$ cat src/rtl/led_pattern_gen.sv
// ---------------------------------------------------------------------------
// led_pattern_gen
//
// Multi-channel LED driver. A shared prescaler produces a one-cycle tick every
// DIV = CLK_HZ/TICK_HZ clocks. Each channel runs independently in one of four
// modes: OFF, ON, BLINK (half-period counted in ticks) or PWM (duty compared
// against a free-running counter shared by all channels).
//
// Ports:
//   clk_25mhz  in   system clock
//   rst_i      in   asynchronous active-high reset
//   cfg_we     in   config write strobe, one cycle per write
//   cfg_ch     in   target channel index (writes to channels >= NUM_LEDS ignored)
//   cfg_mode   in   0=OFF, 1=ON, 2=BLINK, 3=PWM
//   cfg_val    in   BLINK half-period in ticks, or PWM duty in low PWM_W bits
//   led_o      out  registered LED outputs, one per channel
//   tick_o     out  one-cycle pulse per prescaler wrap
// ---------------------------------------------------------------------------
module led_pattern_gen #(
    parameter int NUM_LEDS = 8,
    parameter int CLK_HZ   = 25_000_000,
    parameter int TICK_HZ  = 1_000,
    parameter int VAL_W    = 16,
    parameter int PWM_W    = 8,
    localparam int CH_W    = (NUM_LEDS > 1) ? $clog2(NUM_LEDS) : 1
) (
    input  logic                clk_25mhz,
    input  logic                rst_i,
    input  logic                cfg_we,
    input  logic [CH_W-1:0]     cfg_ch,
    input  logic [1:0]          cfg_mode,
    input  logic [VAL_W-1:0]    cfg_val,
    output logic [NUM_LEDS-1:0] led_o,
    output logic                tick_o
);

    localparam int DIV  = CLK_HZ / TICK_HZ;
    localparam int PS_W = $clog2(DIV);

    typedef enum logic [1:0] {
        MODE_OFF   = 2'd0,
        MODE_ON    = 2'd1,
        MODE_BLINK = 2'd2,
        MODE_PWM   = 2'd3
    } mode_t;

    logic [PS_W-1:0]     presc;
    logic [PWM_W-1:0]    pwm_cnt;
    logic [NUM_LEDS-1:0] led_nxt;

    // Prescaler: 0..DIV-1, tick is decoded from the registered count so it
    // falls together with the counter when reset is asserted.
    always_ff @(posedge clk_25mhz or posedge rst_i) begin
        if (rst_i) begin
            presc <= '0;
        end else if (presc == PS_W'(DIV - 1)) begin
            presc <= '0;
        end else begin
            presc <= presc + 1'b1;
        end
    end

    assign tick_o = (presc == PS_W'(DIV - 1));

    // Shared PWM ramp, wraps naturally at 2^PWM_W.
    always_ff @(posedge clk_25mhz or posedge rst_i) begin
        if (rst_i) begin
            pwm_cnt <= '0;
        end else begin
            pwm_cnt <= pwm_cnt + 1'b1;
        end
    end

    for (genvar i = 0; i < NUM_LEDS; i++) begin : g_ch
        mode_t            mode;
        logic [VAL_W-1:0] val;
        logic [VAL_W-1:0] cnt;
        logic             phase;
        logic             wr_hit;
        logic [VAL_W-1:0] last;

        // Out-of-range channel indices never match any generated channel.
        assign wr_hit = cfg_we && (cfg_ch == CH_W'(i));

        // A half-period of 0 behaves as 1 tick.
        assign last = (val == '0) ? '0 : val - 1'b1;

        // A write wins over a coincident tick: the channel restarts from
        // phase 0 and that tick is not counted.
        always_ff @(posedge clk_25mhz or posedge rst_i) begin
            if (rst_i) begin
                mode  <= MODE_OFF;
                val   <= '0;
                cnt   <= '0;
                phase <= 1'b0;
            end else if (wr_hit) begin
                mode  <= mode_t'(cfg_mode);
                val   <= cfg_val;
                cnt   <= '0;
                phase <= 1'b0;
            end else if (mode != MODE_BLINK) begin
                cnt   <= '0;
                phase <= 1'b0;
            end else if (tick_o) begin
                if (cnt == last) begin
                    cnt   <= '0;
                    phase <= ~phase;
                end else begin
                    cnt   <= cnt + 1'b1;
                end
            end
        end

        assign led_nxt[i] = (mode == MODE_ON) ||
                            ((mode == MODE_BLINK) && phase) ||
                            ((mode == MODE_PWM) && (pwm_cnt < val[PWM_W-1:0]));
    end

    always_ff @(posedge clk_25mhz or posedge rst_i) begin
        if (rst_i) begin
            led_o <= '0;
        end else begin
            led_o <= led_nxt;
        end
    end

endmodule

$ cat config.mk
export PLATFORM = sky130hd
export DESIGN_NAME = led_pattern_gen
export DESIGN_NICKNAME = d
export VERILOG_FILES = /design/src/rtl/led_pattern_gen.sv
export SDC_FILE = /design/constraint.sdc
export NUM_CORES = 1
export LEC_CHECK = 0
export ABC_AREA = 1
export CORE_MARGIN = 2
export CORE_UTILIZATION = 40
export CTS_CLUSTER_SIZE = 12
export DETAILED_ROUTE_END_ITERATION = 16
export SETUP_SLACK_MARGIN = 0.4
export SLEW_MARGIN = 40
export SYNTH_ARGS = -nofsm -noshare
export SYNTH_HDL_FRONTEND = slang
export SYNTH_SLANG_ARGS = --single-unit
$ cat constraint.sdc
create_clock -name clk_25mhz -period 24.9 [get_ports clk_25mhz]
set_input_delay 4.98 -clock clk_25mhz [delete_from_list [all_inputs] [get_ports clk_25mhz]]
set_output_delay 4.98 -clock clk_25mhz [all_outputs]
set_load 0.005 [all_outputs]
# Yosys cells after proc, flatten, opt, wreduce, memory -nomap -nowiden
# Index checks and enable logic that the tools add are counted.
[word_totals]
register_bits = 311
latchBits = 0
ramBits = 0
mem_bits_ro = 0
inputBits = 24
out_inout_bits = 9
word_cells = 263
mem_count = 0
[classes]
add_sub_neg = 18
multipliers = 0
div_mod_pow = 0
magnitude_cmp = 8
eq_ne = 48
shifts = 0
muxes = 73
bitwise_logic = 8
reduce_logical = 73
[ops]
columns = ["cell", "count"]
rows = [
  ["$mux 16", 40],
  ["$add 16x1->16 const B", 8],
  ["$eq 16x16->1", 8],
  ["$logic_not 16->1", 8],
  ["$sub 16x1->16 const B", 8],
  ["$lt 8x8->1", 8],
  ["$reduce_bool 3->1", 16],
  ["$eq 2x2->1 const B", 16],
  ["$mux 1", 32],
  ["$logic_and 1x1->1", 24],
  ["$eq 2x1->1 const B", 8],
  ["$logic_or 1x1->1", 16],
  ["$ne 2x2->1 const B", 8],
  ["$reduce_and 2->1", 8],
  ["$add 15x1->15 const B", 1],
  ["$eq 15x15->1 const B", 1],
  ["$mux 15", 1],
  ["$eq 3x3->1 const B", 4],
  ["$add 8x1->8 const B", 1],
  ["$not 1->1", 8],
  ["$eq 3x2->1 const B", 2],
  ["$eq 3x1->1 const B", 1],
  ["$logic_not 3->1", 1],
]

# Longest topological paths before layout
[depth]
ltp_word = 7
ltp_mapped = 18
ltp_nobuf = 18

# Worst setup path before layout
# OpenSTA, ideal clock, no wires.
[synth_timing]
path_kind = "register to output"
startpoint = "register presc[0]"
endpoint = "output port tick_o"
arrival_time_ps = 1577
t_required_ps = 19920
setup_slack_ps = 18343
path_stages_with_launch = 9
n_path_buf = 3
path_cell_list = "dfrtp_1 -> ha_1 -> nand2_1 -> nor3_2 -> nand2_2 -> buf_4 -> inv_1 -> buf_2 -> buf_2"
[synth_via]
elab_chain_len = 1
[synth_rtl]
columns = ["element", "line_no", "source"]
rows = [
  ["from (decl)", "47", "logic [PS_W-1:0] presc;"],
  ["from (signal assigned)", "59", "presc <= presc + 1'b1;"],
  ["$eq 15x15->1", "63", "assign tick_o = (presc == PS_W'(DIV - 1));"],
  ["to (decl)", "34", "output logic tick_o"],
]
# No other way between the ends.

# Worst setup path in the final report
# Same ends and word-level chain as after synthesis.

==> results.md <==
* Status: completed
* Power Dens Cells at 71.1 nW/um2
* Vias per cell at 5.26
* CP Max Fanout at 18
* First-pass GRT wire length at 101000 um
* Die W at 239 um
* Post-synthesis xor/xnor area fraction at 0.0414
* RePlAce Congestion at 0.924
* Worst r2r path cells at 11
* Post-synthesis instance area at 22000 um2
* R2R Path Start: presc[0]
* Ys Warns at 0
* Hold Path Origin: presc[4]
* Least-Margin Pin Slew at 0.924 ns
* Cell count after synthesis at 3147
* WP data required at 19.92 ns
* PortBufs at 32
* Flop pwr share at 0.363
* EDFF count, synth at 0
* Max-Cap Viols at 0
* Share of cells above drive strength 1 at 0.0902
* Synth Area in Compound Gates at 0.104
* Syn Area/Cell at 7.00 um2
* Die height at 239 um
* Setup_tns at 0 ns
* Hold depth at 1
* TritonCTS clock tree: built
* Register area share after synthesis at 0.354
* Initial antenna violation count at 0
* Final #Nets at 3241
* Worst EP arrival at 3.19 ns
* Synth cell types at 43
* Hold Fails Final Rpt at 0
* Detailed Place HPWL at 44100 um
* RSZ-0062 raised after global routing: false
* Crit path kind: register to output port
* 1st-iter DRT viols at 1464
* Combinational Power Share at 0.271
* Minimum clock period at 8.17 ns
* Initial core utilization at 0.407
* Drt pass-1 iters at 5
* R2R Setup Slk at 21.88 ns
* Clock sinks at 311
* CTS H-Tree Depth at 2
* Fillers at 5481
* Leakage at 0.0112 uW
* Via count at 20400
* Rows at 85
* CTS max path bufs at 3
* Hold/Removal Path Class: register to register
* Worst-path clk slew at 0.05 ns
* Final Cycle Share at 0.328
* Ports at 33
* GRT Util Overall at 0.220
* Asr flop ratio synth at 1.00
* Synth Flop Type: dfrtp_1
* # setup viols final at 0
* Largest family of logic cells by synthesized area: simple AND/OR/NAND/NOR gates
* Multiplexer share of the synthesized area at 0.000512
* Post-CTS sizing at 0
* Final core occ at 0.446
* Fin Clk Skew at 0.0308 ns
* Simple-gate portion of the synthesized area at 0.366
* Hold Slack at 0.467 ns
* Post-Layout Cell Count at 3868
* Sw Share at 0.355
* Net Sw Power at 609 uW
* CTS Buf Count at 40
* Clock share of power at 0.366
* Max_slew headroom at 0.382
* Fmax at 0.122 GHz
* Internal at 1110 uW
* Area Growth Syn to Fin at 9.67%
* Slew Limit Fails at 0
* Hold_buf cts at 0
* Critical path launch point type: register
* Placed Instances at 3797
* Remaining global-route overflow at 0
* Clk_lat worst skew at 0.58 ns
* DRC at 0
* Vias in the first global route at 19400
* Reg-to-Reg End: g_ch[2].cnt[14]
* WHS Endpoint: presc[4]
* Clock root cell: clkbuf_16
* Post-CTS Setup Bufs at 0
* Crit. End Element: output port
* Drt wl/cell at 15.9 um
* Die Area at 56900 um2
* Largest net degree at the start of global routing at 121
* Number of synthesized register bits at 311
* Synth Area in Adders at 0.0421
* Synth Net Count at 3245
* Drt total wl at 61700 um
* Diodes inserted at 0
* Post-detailed-route count of antenna-violating nets at 0
* Core ar. at 54100 um2
* Worst vdd ir at 0.0403 mV
==> per-layer routing <==
layer,part of all wire,GRT usage,vias up
met5,0,0,-
met4,0.026,0.0699,0
met3,0.052,0.0278,95
met2,0.45,0.359,452
met1,0.47,0.303,9579
li1,-,-,10200
==> Yosys cell counts, types with 8 or more instances <==
| library cell | number | area share |
|---|---|---|
| o211ai_1 | 14 | 0.0048 |
| nand3_1 | 276 | 0.063 |
| buf_6 | 16 | 0.0082 |
| a21oi_1 | 71 | 0.016 |
| o21ai_0 | 196 | 0.045 |
| nor4_1 | 10 | 0.0028 |
| nand3b_1 | 16 | 0.0055 |
| nand2_1 | 929 | 0.16 |
| inv_1 | 378 | 0.064 |
| o21ai_2 | 8 | 0.0032 |
| nor2_4 | 9 | 0.0046 |
| nor2_1 | 265 | 0.045 |
| nand2_2 | 24 | 0.0068 |
| nor2_2 | 46 | 0.013 |
| a31oi_1 | 8 | 0.0023 |
| nand2_4 | 10 | 0.0051 |
| xor2_1 | 98 | 0.039 |
| nor3_1 | 43 | 0.0098 |
| ha_1 | 74 | 0.042 |
| dfrtp_1 | 311 | 0.35 |
| buf_2 | 18 | 0.0041 |
| clkbuf_1 | 44 | 0.0075 |
| a21oi_2 | 72 | 0.029 |
| nand4_1 | 152 | 0.043 |
==> sequential cells by signal (all words and copies together) (netlist names) <==
name and cells:
g_ch.cnt 128, g_ch.val 128, g_ch.mode 16, presc 15, g_ch.phase 8, led_o 8, pwm_cnt 8
==> kinds of logic after synthesis <==
logic type | after synthesis
mux | 1
simple gates | 1803
fa+ha+maj | 74
flops | 311
buf+inv | 472
compound gates | 382
xor+xnor | 104
==> through the flow <==
| step | power, uW | area, um2 | setup WS [ns] |
|---|---|---|---|
| floorplan | 976 | 22000 | 11.32 |
| finish | 1720 | 24100 | 16.73 |
| detailed placement | 1090 | 22700 | 16.82 |
| global route | 1830 | 24100 | 16.59 |
| global placement | 1080 | 22700 | 16.90 |
| CTS | 1730 | 24100 | 16.74 |
==> final cells by class <==
cell class / count / area [um2] / area share
Clock inverter: 20 / 305 / 0.0126
Tap cell: 696 / 871 / 0.0361
Sequential cell: 311 / 7780 / 0.322
Timing Repair Buffer: 45 / 389 / 0.0161
Multi-Input combinational cell: 2364 / 12200 / 0.507
Clock buffer: 51 / 1120 / 0.0465
Inverter: 381 / 1440 / 0.0598
==> how the worst max path moves through the flow <==
stage                    from               to  slack [ns]
global placement       cfg_we  g_ch[4].cnt[14]       16.90
floorplan               rst_i   g_ch[0].cnt[0]       11.32
CTS                  presc[0]           tick_o       16.74
global route         presc[0]           tick_o       16.59
finish               presc[0]           tick_o       16.73
detailed placement  cfg_ch[0]   g_ch[3].cnt[7]       16.82
==> critical path: stages, from the launching register on <==
cell,delay [ns]
dfrtp_1,0.41
ha_1,0.23
nand2_1,0.10
nor3_2,0.18
nand2_2,0.48
inv_1,0.26
buf_4,0.39
clkdlybuf4s50_1,0.58
==> power groups by stage <==
stage / Combinational, uW / Clock, uW / Sequential, uW
2_1_floorplan: 362 / 0 / 613
3_3_place_gp: 453 / 0 / 629
3_5_place_dp: 464 / 0 / 629
4_1_cts: 467 / 643 / 621
5_1_grt: 536 / 665 / 630
6_report: 466 / 628 / 622
==> layout by cell type, fill, tap and decap left out, types with 6 or more instances in the layout <==
cell / instances
nor2_4: 9
nand2_1: 925
a21oi_1: 71
xor2_1: 98
bufinv_16: 7
nor2_1: 263
o211ai_1: 14
clkbuf_16: 40
clkbuf_8: 8
and2_1: 7
clkinv_2: 6
nand2_2: 28
buf_4: 10
nor3_1: 43
buf_2: 8
a21oi_2: 72
inv_1: 377
clkdlybuf4s50_1: 24
nand2_4: 10
ha_1: 74
nand3b_1: 16
nand3_1: 276
nor3_2: 6
a31oi_1: 8
dfrtp_1: 311
o21ai_2: 8
xnor2_1: 6
nor2_2: 48
nand4_1: 152
nor4_1: 10
o21ai_0: 196
nand3_2: 7
No activity file was read; power rests on OpenSTA's default activity.
